`src/rtl/vec_gather.sv`:
```
// vec_gather: streaming scalar-to-vector packer.
//
// Accepts one signed scalar per beat and packs consecutive samples into a
// [Elements-1:0][NBits-1:0] vector, lane 0 first. A fill buffer (_p0) and an
// output register (_p1) let a new vector build while the previous one waits
// on the consumer, so throughput is one vector every Elements beats.
// Asserting in_last closes a short vector; unused upper lanes read as zero.
//
// Ports:
//   clk_in     clock, all logic on posedge
//   rst_in     synchronous active-high reset
//   in_data    scalar sample (NBits, signed)
//   in_valid   sample valid
//   in_last    last sample of the current vector (qualified by in_valid)
//   in_ready   block can take a sample this cycle
//   out_data   packed vector, lane 0 = first sample
//   out_count  number of valid lanes, 1..Elements
//   out_valid  vector valid
//   out_ready  consumer accepts the vector
module vec_gather #(
  parameter int Elements = 8,
  parameter int NBits    = 8,
  parameter int CW       = $clog2(Elements + 1)
) (
  input  logic                             clk_in,
  input  logic                             rst_in,
  input  logic signed [NBits-1:0]          in_data,
  input  logic                             in_valid,
  input  logic                             in_last,
  output logic                             in_ready,
  output logic [Elements-1:0][NBits-1:0]   out_data,
  output logic [CW-1:0]                    out_count,
  output logic                             out_valid,
  input  logic                             out_ready
);

  localparam int IW = (Elements > 1) ? $clog2(Elements) : 1;
  localparam logic [IW-1:0] LAST_IDX = IW'(Elements - 1);

  logic [Elements-1:0][NBits-1:0] fill_p0;
  logic [IW-1:0]                  idx_p0;
  logic                           fill_full_p0;

  logic [Elements-1:0][NBits-1:0] out_data_p1;
  logic [CW-1:0]                  out_count_p1;
  logic                           vld_p1;

  logic                           accept;
  logic                           completing;
  logic                           out_free;
  logic                           out_fire;
  logic [CW-1:0]                  lane_count;
  logic [Elements-1:0][NBits-1:0] merged;

  assign in_ready   = !fill_full_p0 && !rst_in;
  assign accept     = in_valid && in_ready;
  assign completing = accept && ((idx_p0 == LAST_IDX) || in_last);
  assign out_free   = !vld_p1 || out_ready;
  assign out_fire   = vld_p1 && out_ready;
  assign lane_count = CW'(idx_p0) + CW'(1);

  // Fill contents with the current beat dropped into its lane, so a completing
  // beat can go straight to the output without first landing in fill.
  always_comb begin
    merged         = fill_p0;
    merged[idx_p0] = in_data;
  end

  // ---- stage p0 (fill buffer) -> stage p1 (output register) ----
  always_ff @(posedge clk_in) begin
    if (rst_in) begin
      fill_p0      <= '0;
      idx_p0       <= '0;
      fill_full_p0 <= 1'b0;
      out_data_p1  <= '0;
      out_count_p1 <= '0;
      vld_p1       <= 1'b0;
    end else begin
      // Default: a drained output with nothing replacing it goes idle.
      if (out_fire) begin
        vld_p1 <= 1'b0;
      end

      if (fill_full_p0) begin
        // A complete vector is parked in fill; it moves up once the output
        // handshakes. idx was held so it still encodes that vector's length.
        if (out_fire) begin
          out_data_p1  <= fill_p0;
          out_count_p1 <= lane_count;
          vld_p1       <= 1'b1;
          fill_p0      <= '0;
          idx_p0       <= '0;
          fill_full_p0 <= 1'b0;
        end
      end else if (accept) begin
        if (completing) begin
          if (out_free) begin
            out_data_p1  <= merged;
            out_count_p1 <= lane_count;
            vld_p1       <= 1'b1;
            fill_p0      <= '0;
            idx_p0       <= '0;
          end else begin
            fill_p0[idx_p0] <= in_data;
            fill_full_p0    <= 1'b1;
          end
        end else begin
          fill_p0[idx_p0] <= in_data;
          idx_p0          <= idx_p0 + IW'(1);
        end
      end
    end
  end

  assign out_data  = out_data_p1;
  assign out_count = out_count_p1;
  assign out_valid = vld_p1;

endmodule

```
`config.mk`:
```
export PLATFORM = sky130hd
export DESIGN_NAME = vec_gather
export DESIGN_NICKNAME = d
export VERILOG_FILES = /design/src/rtl/vec_gather.sv
export SDC_FILE = /design/constraint.sdc
export NUM_CORES = 1
export LEC_CHECK = 0
export BUFFER_PORTS_ARGS = -buffer_cell sky130_fd_sc_hd__buf_2
export CAP_MARGIN = 20
export CORE_UTILIZATION = 45
export DETAILED_ROUTE_END_ITERATION = 8
export GPL_TIMING_DRIVEN = 0
export PLACE_DENSITY = 0.64
export SLEW_MARGIN = 20
export SYNTH_ARGS = -nofsm -noshare
export SYNTH_HDL_FRONTEND = slang
export SYNTH_SLANG_ARGS = --single-unit
```
`constraint.sdc`:
```
create_clock -name clk_in -period 2.3 [get_ports clk_in]
set_input_delay 0.23 -clock clk_in [delete_from_list [all_inputs] [get_ports clk_in]]
set_output_delay 0.23 -clock clk_in [all_outputs]
set_load 0.01 [all_outputs]
```
* Word level (Yosys, flattened, before mapping)
Index checks and enable logic that the tools add are counted.
** Word-level totals
- Flip-flop bits (word level) :: 137
- Input bits :: 13
- Output and inout bits :: 70
** Cells by class
- $add $sub $neg :: 2
- Magnitude comparators :: 2
- Equal/unequal tests :: 3
- Mux-type cells :: 34
- Reductions and logical operators :: 16
** Operators with widths (number)
- 64-bit 2-to-1 mux :: 10
- 64-bit bitwise mux :: 1
- 8-bit demux with 3-bit select :: 1
- 4-bit 2-to-1 mux :: 5
- 3-bit 2-to-1 mux :: 5
- 1-bit 2-to-1 mux :: 11
- 8-bit 2-to-1 mux :: 1
- 2-bit nonzero test :: 3
- 1-bit logical AND :: 5
- 3-bit by 1-bit adder with 4-bit output, second input constant :: 1
- 3-bit by 4-bit less-than comparator with 1-bit output, second input constant :: 1
- 4-bit AND reduction :: 1
- 3-bit by 1-bit adder with 3-bit output, second input constant :: 1
- 3-bit equality test, second input constant :: 1
- 3-bit by 1-bit greater-or-equal comparator with 1-bit output, second input constant :: 1
- 1-bit zero test :: 3
- 3-bit by 2-bit != test with 1-bit output, second input constant :: 1
- 3-bit AND reduction :: 1
- 1-bit logical OR :: 2
- 2-bit by 1-bit != test with 1-bit output, second input constant :: 1
- 2-bit AND reduction :: 1

* Logic depth before layout (Yosys ltp)
Gate-level depths: netlist (run 1).
- Depth after elaboration :: 9
- Gate-level depth with buffers :: 9

* Worst setup path after synthesis (run 1)
OpenSTA, ideal clock, no wires.
- Path type :: register to register
- Start point :: register idx_p0[0]
- End point :: register out_data_p1, in the netlist out_data[22]
- Setup time :: 0.086 ns
- Data arrival time :: 1.729 ns
- Required time :: 2.214 ns
- Setup slack :: 0.485 ns
- Stages on the path, launching flop included :: 9
- Period minus slack after synthesis :: 1.815 ns
- Cells stage by stage :: dfxtp_1 -> ha_1 -> ha_1 -> o21a_1 -> a31o_1 -> buf_2 -> buf_4 -> buf_2 -> a211oi_1
** On the way
- Word-level cells in the longest chain between the ends :: 9
- Elaborated cells between the ends (all ways) :: 15
- Those cells by class :: order compare (2); eq/ne (1); mux (7); reduce/logical (5)
** RTL lines
- start: declaration :: RTL line 41 : logic [IW-1:0] idx_p0;
- start signal: assignment :: RTL line 109 : idx_p0 <= idx_p0 + IW'(1);
- 3-bit by 4-bit less-than comparator with 1-bit output (implied by the code) or 3-bit by 1-bit greater-or-equal comparator with 1-bit output (tied branches) :: RTL line 66 : merged[idx_p0] = in_data;
- 1-bit logical AND (implied by the code) :: RTL line 66
- 8-bit 2-to-1 mux (implied by the code) :: RTL line 66
- 8-bit demux with 3-bit select :: RTL line 66
- 64-bit bitwise mux :: RTL line 66
- 64-bit 2-to-1 mux :: RTL line 97 : if (out_free) begin
- 64-bit 2-to-1 mux :: RTL line 96 : if (completing) begin
- 64-bit 2-to-1 mux :: RTL line 95 : end else if (accept) begin
- 64-bit 2-to-1 mux :: RTL line 84 : if (fill_full_p0) begin
- end signal: assignment :: RTL line 88 : out_data_p1 <= fill_p0;
- end signal: assignment :: RTL line 98 : out_data_p1 <= merged;
- end: declaration :: RTL line 44 : logic [Elements-1:0][NBits-1:0] out_data_p1;
Several ways; a longest one is shown, not always the timed one. The select of a mux whose other input is x is not followed.
A chain may end at the register's enable or synchronous reset.

* Worst setup path after layout (run 1)
- Start point :: register idx_p0[0]
- End point :: register fill_p0[43] (netlist bit)
** On the way
- Word-level cells in the longest chain between the ends :: 9
- Elaborated cells between the ends (all ways) :: 13
- Those cells by class :: order compare (2); eq/ne (1); mux (7); reduce/logical (3)
** RTL lines
- 3-bit by 4-bit less-than comparator with 1-bit output (implied by the code) or 3-bit by 1-bit greater-or-equal comparator with 1-bit output (tied branches) :: RTL line 104, 108
- 1-bit logical AND (implied by the code) :: RTL line 104, 108
- 8-bit 2-to-1 mux (implied by the code) :: RTL line 104, 108
- 8-bit demux with 3-bit select :: RTL line 104, 108
- 64-bit bitwise mux :: RTL line 104, 108
- 64-bit 2-to-1 mux :: RTL line 97
- 64-bit 2-to-1 mux * :: RTL line 96
- 64-bit 2-to-1 mux * :: RTL line 95
- 64-bit 2-to-1 mux * :: RTL line 84
- end signal: indexed assignment :: RTL line 104 : fill_p0[idx_p0] <= in_data;
- end signal: indexed assignment :: RTL line 108 : fill_p0[idx_p0] <= in_data;
- end: declaration :: RTL line 40 : logic [Elements-1:0][NBits-1:0] fill_p0;
Every way passes the cells marked *; elsewhere a longest branch is shown, timed or not. The select of a mux whose other input is x is not followed.

==> results of run 1 <==
flip-flops by register name, summed over array words and instances (netlist names):
name,count
out_valid,1
fill_full_p0,1
fill_p0,64
idx_p0,3
out_data,64
out_count,4
metal layers:
| layer | wire length, um | share of wire (%) | up-vias | GRT usage [%] |
|---|---|---|---|---|
| met5 | 0 | 0 | - | 0 |
| met4 | 225 | 1.6 | 0 | 8.98 |
| met3 | 699 | 5.1 | 20 | 6.26 |
| met2 | 6330 | 46 | 108 | 37.2 |
| met1 | 6570 | 48 | 2035 | 29.6 |
| li1 | - | - | 2136 | - |
critical path, delay by kind of cell (launching register included):
family | cells | cell delay (ns)
flops | 1 | 0.32
compound gates | 3 | 0.96
fa+ha+maj | 2 | 0.40
simple gates | 1 | 0.18
buf+inv | 1 | 0.20
worst max-delay path by stage:
stage,endpoint,start,cells past startpoint
after floorplan,out_data[22],idx_p0[0],8
after CTS,fill_p0[43],idx_p0[0],7
final,fill_p0[43],idx_p0[0],7
after global routing,fill_p0[46],idx_p0[0],7
after detailed placement,fill_p0[47],idx_p0[0],7
after global placement,fill_p0[44],idx_p0[0],7
stage by stage:
stage	power, uW	area [um2]	util [%]	setup WS (ns)
2_1_floorplan	2880	5500	-	0.485
3_3_place_gp	3050	6090	50.9	0.236
3_5_place_dp	3060	6090	50.9	0.196
4_1_cts	5360	6580	55.0	0.175
5_1_grt	5520	6580	55.0	0.0258
6_report	5340	6580	55.0	0.183
report_power, final:
group | internal (uW) | total [uW] | switching (uW)
combinational | 187 | 520 | 333
clock | 1390 | 2330 | 937
sequential | 2450 | 2490 | 38.2
cell usage in the layout, fill, tap and decap left out, drive strengths merged:
cell type  synthesis  routed
a31o               1       1
nor3b              2       2
nor2              72      72
clkinvlp           0       2
mux2i             68      68
ha                 2       2
nor2b              3       3
and3               3       3
mux2               1       1
nand2b             2       2
o2bb2ai           24      24
buf               28     109
o211a              1       1
nand3              1       1
and2               3       3
nor4bb             1       1
and3b              2       2
clkbuf            24      46
nand4b             1       1
a32o              16      16
or3                2       2
o211ai             1       1
nand3b             1       1
o21ai              9       9
nor3               3       3
a22o              26      26
o22ai              1       1
dfxtp            137     137
a211oi            65      65
a21oi              2       2
nor4               2       2
nand2              9       9
inv                2       2
clkinv             0       2
o21a               1       1
nor4b              3       3
kinds of logic (layout without fill, tap and decap cells):
family                     Yosys count  after routing  share of synthesized area, %
AOI/OAI and AO/OA                  147            147                          22.4
adders and majority gates            2              2                         0.455
buffers and inverters               54            161                          4.62
DFF                                137            137                          49.8
muxes                               69             69                          12.6
and+or+nand+nor                    110            110                          10.1
area by class of cell:
class                      count  area share (%)
sequential                   137            41.7
multi-input combinational    328            38.1
clock buffer                  22            7.05
timing repair buffer          81            6.16
buffer                        52            3.71
tap                          147            2.79
clock inverter                 4           0.380
inverter                       2           0.152
==> impl_results.md, run 1 <==
- Post-synth EDFFs: 0
- Worst stage delay on the critical path: 0.59 ns
- CTS root buf: clkbuf_16
- Post-Syn Instances: 519
- Hold path depth: 2
- Clock transition at the registers of the reported paths: 0.05 ns
- Row Count: 40
- Final cell count without fillers: 773
- Hold Crit Endpoint: fill_full_p0
- Maximum vdd drop: 357 uV
- PwrDens: 811 nW/um2
- Worst r2r src: idx_p0[0]
- Clock buffer depth: 2
- Placeable Area: 12000 um2
- Clock Latency Late Sink: 0.42 ns
- Synth top area share: 49.8%
- Wire length per cell: 17.9 um
- First-pass GRT wire length: 22100 um
- Vias: 4299
- FF-to-FF End: fill_p0[43]
- Fin nets: 634
- CTS tree: done
- Number of global-route vias before repair: 4101
- Share of cells above drive strength 1: 24.1%
- Hold path start: out_ready
- Final Slew Violations: 0
- Synth area leaders: dfxtp_1, mux2i_1, a211oi_1
- Flop-to-flop setup slack: 0.18 ns
- CP startpoint kind: flip-flop
- Unrepaired setup endpoints after global routing: false
- Cell variety after synth: 47
- Static Leak: 0.00257 uW
- Die Wd: 113 um
- Final WL: 13800 um
- TNS Setup: 0 ns
- Mapped Area: 5500 um2
- # resized after CTS: 0
- Die Footprint: 12700 um2
- Final Hold Fails: 0
- CP Data Required Time: 2.65 ns
- R2r worst-path depth: 7
- Postcts setup bufs: 0
- PortBufs: 81
- Slew Limit Headroom: 43.7%
- Diode count: 0
- FMAX: 0.472 GHz
- CP dominant cell by count: ha_1
- GRT Overall Usage: 23.2%
- Period utilization: 92.1%
- CP Cell Sequence: ha_1 -> ha_1 -> nor2_1 -> o211ai_1 -> buf_2 -> o21ai_1 -> a22o_1
- Outcome: finished clean
- Area of the multi-input gates: 2510 um2
- Commonest cells post-synth: dfxtp_1, nor2_1, mux2i_1
- Placer Congestion: 0.847
- Sequential standard cell area: 2740 um2
- Hold slack: 0.0481 ns
- Fillers: 1093
- Critical Path AT: 2.47 ns
- # setup viols final: 0
- Sequential area share after synthesis: 49.8%
- Initial Util: 46.0%
- Syn_nets: 534
- Worst Path Max Fanout: 8
- Drc violations: 0
- Grt ovf: 0
- Largest net degree at the start of global routing: 17
- DRT Pass-1 Iters: 4
- HPWL Detailed: 9940 um
- H-tree depth: 4
- Fraction of registers with async set/reset: 0%
- Final min period: 2.12 ns
- DRT antenna net count: 0
- Number of buffers created by CTS: 17
- Seq cells post-synth: 137
- Die Y: 113 um
- Top-count cell post-synth: dfxtp_1
- Initial antenna violation count: 0
- Synth warnings: 0
- Syn_area_per_cell: 10.6 um2
- Top_reg_cell synth: dfxtp_1
- Critical path's slowest cell: o21ai_1
- Slew @ Worst Pin: 0.838 ns
- Min-Delay Path Class: input port to flip-flop
- Largest area contributor in the netlist: dfxtp_1
- Critical path endpoint category: flip-flop
- TritonCTS Sinks: 137
- Area Overhead vs Synth: 19.6%
- Drt initial violations: 259
- DR vias/cell: 5.56
- Critical path class: flip-flop to flip-flop
- Max_cap viols: 0
- Placed Cells: 747
- Skew final: 0.00449 ns
- # hold bufs at CTS: 0
- I/O Pins: 83
(Power assumes the default switching activity.)
==> run 2: changes to the inputs <==
--- a/config.mk
+++ b/config.mk
@@ -10,7 +10,7 @@
 export CORE_UTILIZATION = 45
 export DETAILED_ROUTE_END_ITERATION = 8
 export GPL_TIMING_DRIVEN = 0
-export PLACE_DENSITY = 0.64
+export PLACE_DENSITY = 0.67
 export SLEW_MARGIN = 20
 export SYNTH_ARGS = -nofsm -noshare
 export SYNTH_HDL_FRONTEND = slang
==> constraint.sdc (replaced) <==
create_clock -name clk_in -period 1.8 [get_ports clk_in]
set_input_delay 0.18 -clock clk_in [delete_from_list [all_inputs] [get_ports clk_in]]
set_output_delay 0.18 -clock clk_in [all_outputs]
set_load 0.01 [all_outputs]
==> impl_results.md, run 2 (synthesis results as in run 1) <==
- Clock buffer depth: 2
- Final Hold Fails: 0
- Worst r2r src: idx_p0[0]
- FMAX: 0.555 GHz
- FF-to-FF End: out_data[21]
- Die Wd: 113 um
- I/O Pins: 83
- TritonCTS Sinks: 137
- CTS root buf: clkbuf_16
- Most common cell after layout, fill and taps aside: dfxtp_1
- Slew @ Worst Pin: 0.742 ns
- Outcome: finished, violations left
- CTS tree: done
- First-pass GRT wire length: 23900 um
- Grt ovf: 0
- Worst Path Max Fanout: 10
- DRT antenna net count: 0
- Clock transition at the registers of the reported paths: 0.06 ns
- R2r worst-path depth: 8
- Share of cells above drive strength 1: 45.1%
- Number of global-route vias before repair: 4511
- Fillers: 946
- Fin nets: 639
- Sequential standard cell area: 2750 um2
- Area of the multi-input gates: 3180 um2
- GRT Overall Usage: 25.0%
- Row Count: 40
- Final Slew Violations: 0
- Max_cap viols: 0
- Period utilization: 100%
- CP Data Required Time: 2.08 ns
- Static Leak: 0.00290 uW
- Worst Setup SP: idx_p0[0]
- Final min period: 1.80 ns
- Setup WS post-layout: -0.00189 ns
- Largest net degree at the start of global routing: 17
- Critical path endpoint category: flip-flop
- Skew final: 0.00732 ns
- Flop-to-flop setup slack: -0.002 ns
- Highest-count cells in the layout ignoring fill and taps: dfxtp_1, buf_2, mux2i_1
- Die Y: 113 um
- Wire length per cell: 19.6 um
- DR vias/cell: 5.84
- PwrDens: 1020 nW/um2
- Area Overhead vs Synth: 39.9%
- Area after DPL: 6090 um2
- Final cell count without fillers: 784
- Failing checks: setup timing
- PortBufs: 81
- GRT Max-Usage Layer: met2
- M3 GR Usage: 5.29%
- Min-Delay Path Class: input port to flip-flop
- Maximum vdd drop: 568 uV
- CP startpoint kind: flip-flop
- Met1 Usage GRT: 30.8%
- Met2 Use GR: 42.1%
- Initial antenna violation count: 0
- Post-route cell area: 7700 um2
- Critical path destination: out_data[21]
- Diode count: 0
- Drc violations: 0
- # setup viols final: 2
- Number of buffers created by CTS: 17
- Placer Congestion: 0.860
- Initial Util: 46.0%
- Vias: 4575
- HPWL Detailed: 10000 um
- Drt initial violations: 275
- Placeable Area: 12000 um2
- H-tree depth: 4
- Unrepaired setup endpoints after global routing: true
- TNS Setup: -0.00251 ns
- Slew Limit Headroom: 50.5%
- Critical Path AT: 2.08 ns
- Placed Cells: 747
- Clock Latency Late Sink: 0.42 ns
- Critical path class: flip-flop to flip-flop
- Setup slack at placement: -0.269 ns
- Final WL: 15400 um
- Die Footprint: 12700 um2
- Hold path start: in_data[7]
- DRT Pass-1 Iters: 4
==> run 2: power by group <==
part           leakage, uW  total, uW  internal (uW)  switching [uW]
Combinational      0.00147        891            366             525
Clock             0.000309       3750           2430            1320
Sequential         0.00111       3200           3130            69.1
Total              0.00290       7840           5920            1920
==> run 2: worst max-delay path: stages (launching register included) <==
cell,delay (ns)
dfxtp_2,0.34
ha_4,0.16
ha_4,0.16
o21a_1,0.21
a31o_4,0.31
buf_12,0.17
buf_12,0.15
nor2_4,0.09
a211oi_2,0.05
==> run 2: repair_timing <==
action / in CTS / in global routing
cloned: 1 / 0
pin swaps: 7 / 12
hold endpoints to repair: 1 / 0
hold buffers: 1 / 0
resized for setup: 121 / 100
setup buffers: 6 / 0
endpoints found under the setup margin: 132 / 129
==> run 2: per-layer routing <==
layer  routed length, um  part of all wire [%]
met5                   0                     0
met1                6820                    44
met2                7630                    50
met3                 613                   4.0
met4                 334                   2.2
==> run 2: per-stage QoR <==
| stage | hold WS [ns] | total power (uW) | util [%] |
|---|---|---|---|
| 5_1_grt | 0.191 | 8090 | 64.3 |
| 3_5_place_dp | 0.421 | 3910 | 51.0 |
| 3_3_place_gp | 0.416 | 3890 | 51.0 |
| 2_1_floorplan | 0.277 | 3680 | - |
| 6_report | 0.167 | 7840 | 64.3 |
| 4_1_cts | 0.148 | 7770 | 61.0 |
==> run 2: layout make-up <==
cell class	count	share of cell area (%)
inverter	2	0.130
buffer	49	5.48
clock inverter	11	2.18
timing repair buffer	89	6.71
multi-input combinational	328	41.3
sequential	137	35.7
clock buffer	21	6.11
tap	147	2.39
==> run 2: how the worst min path moves through the flow <==
stage | end | cells after the start
final | out_data[39] | 3
after global routing | out_data[41] | 3
after CTS | out_data[39] | 3
after detailed placement | fill_full_p0 | 2
after global placement | fill_full_p0 | 2
after floorplan | fill_full_p0 | 1
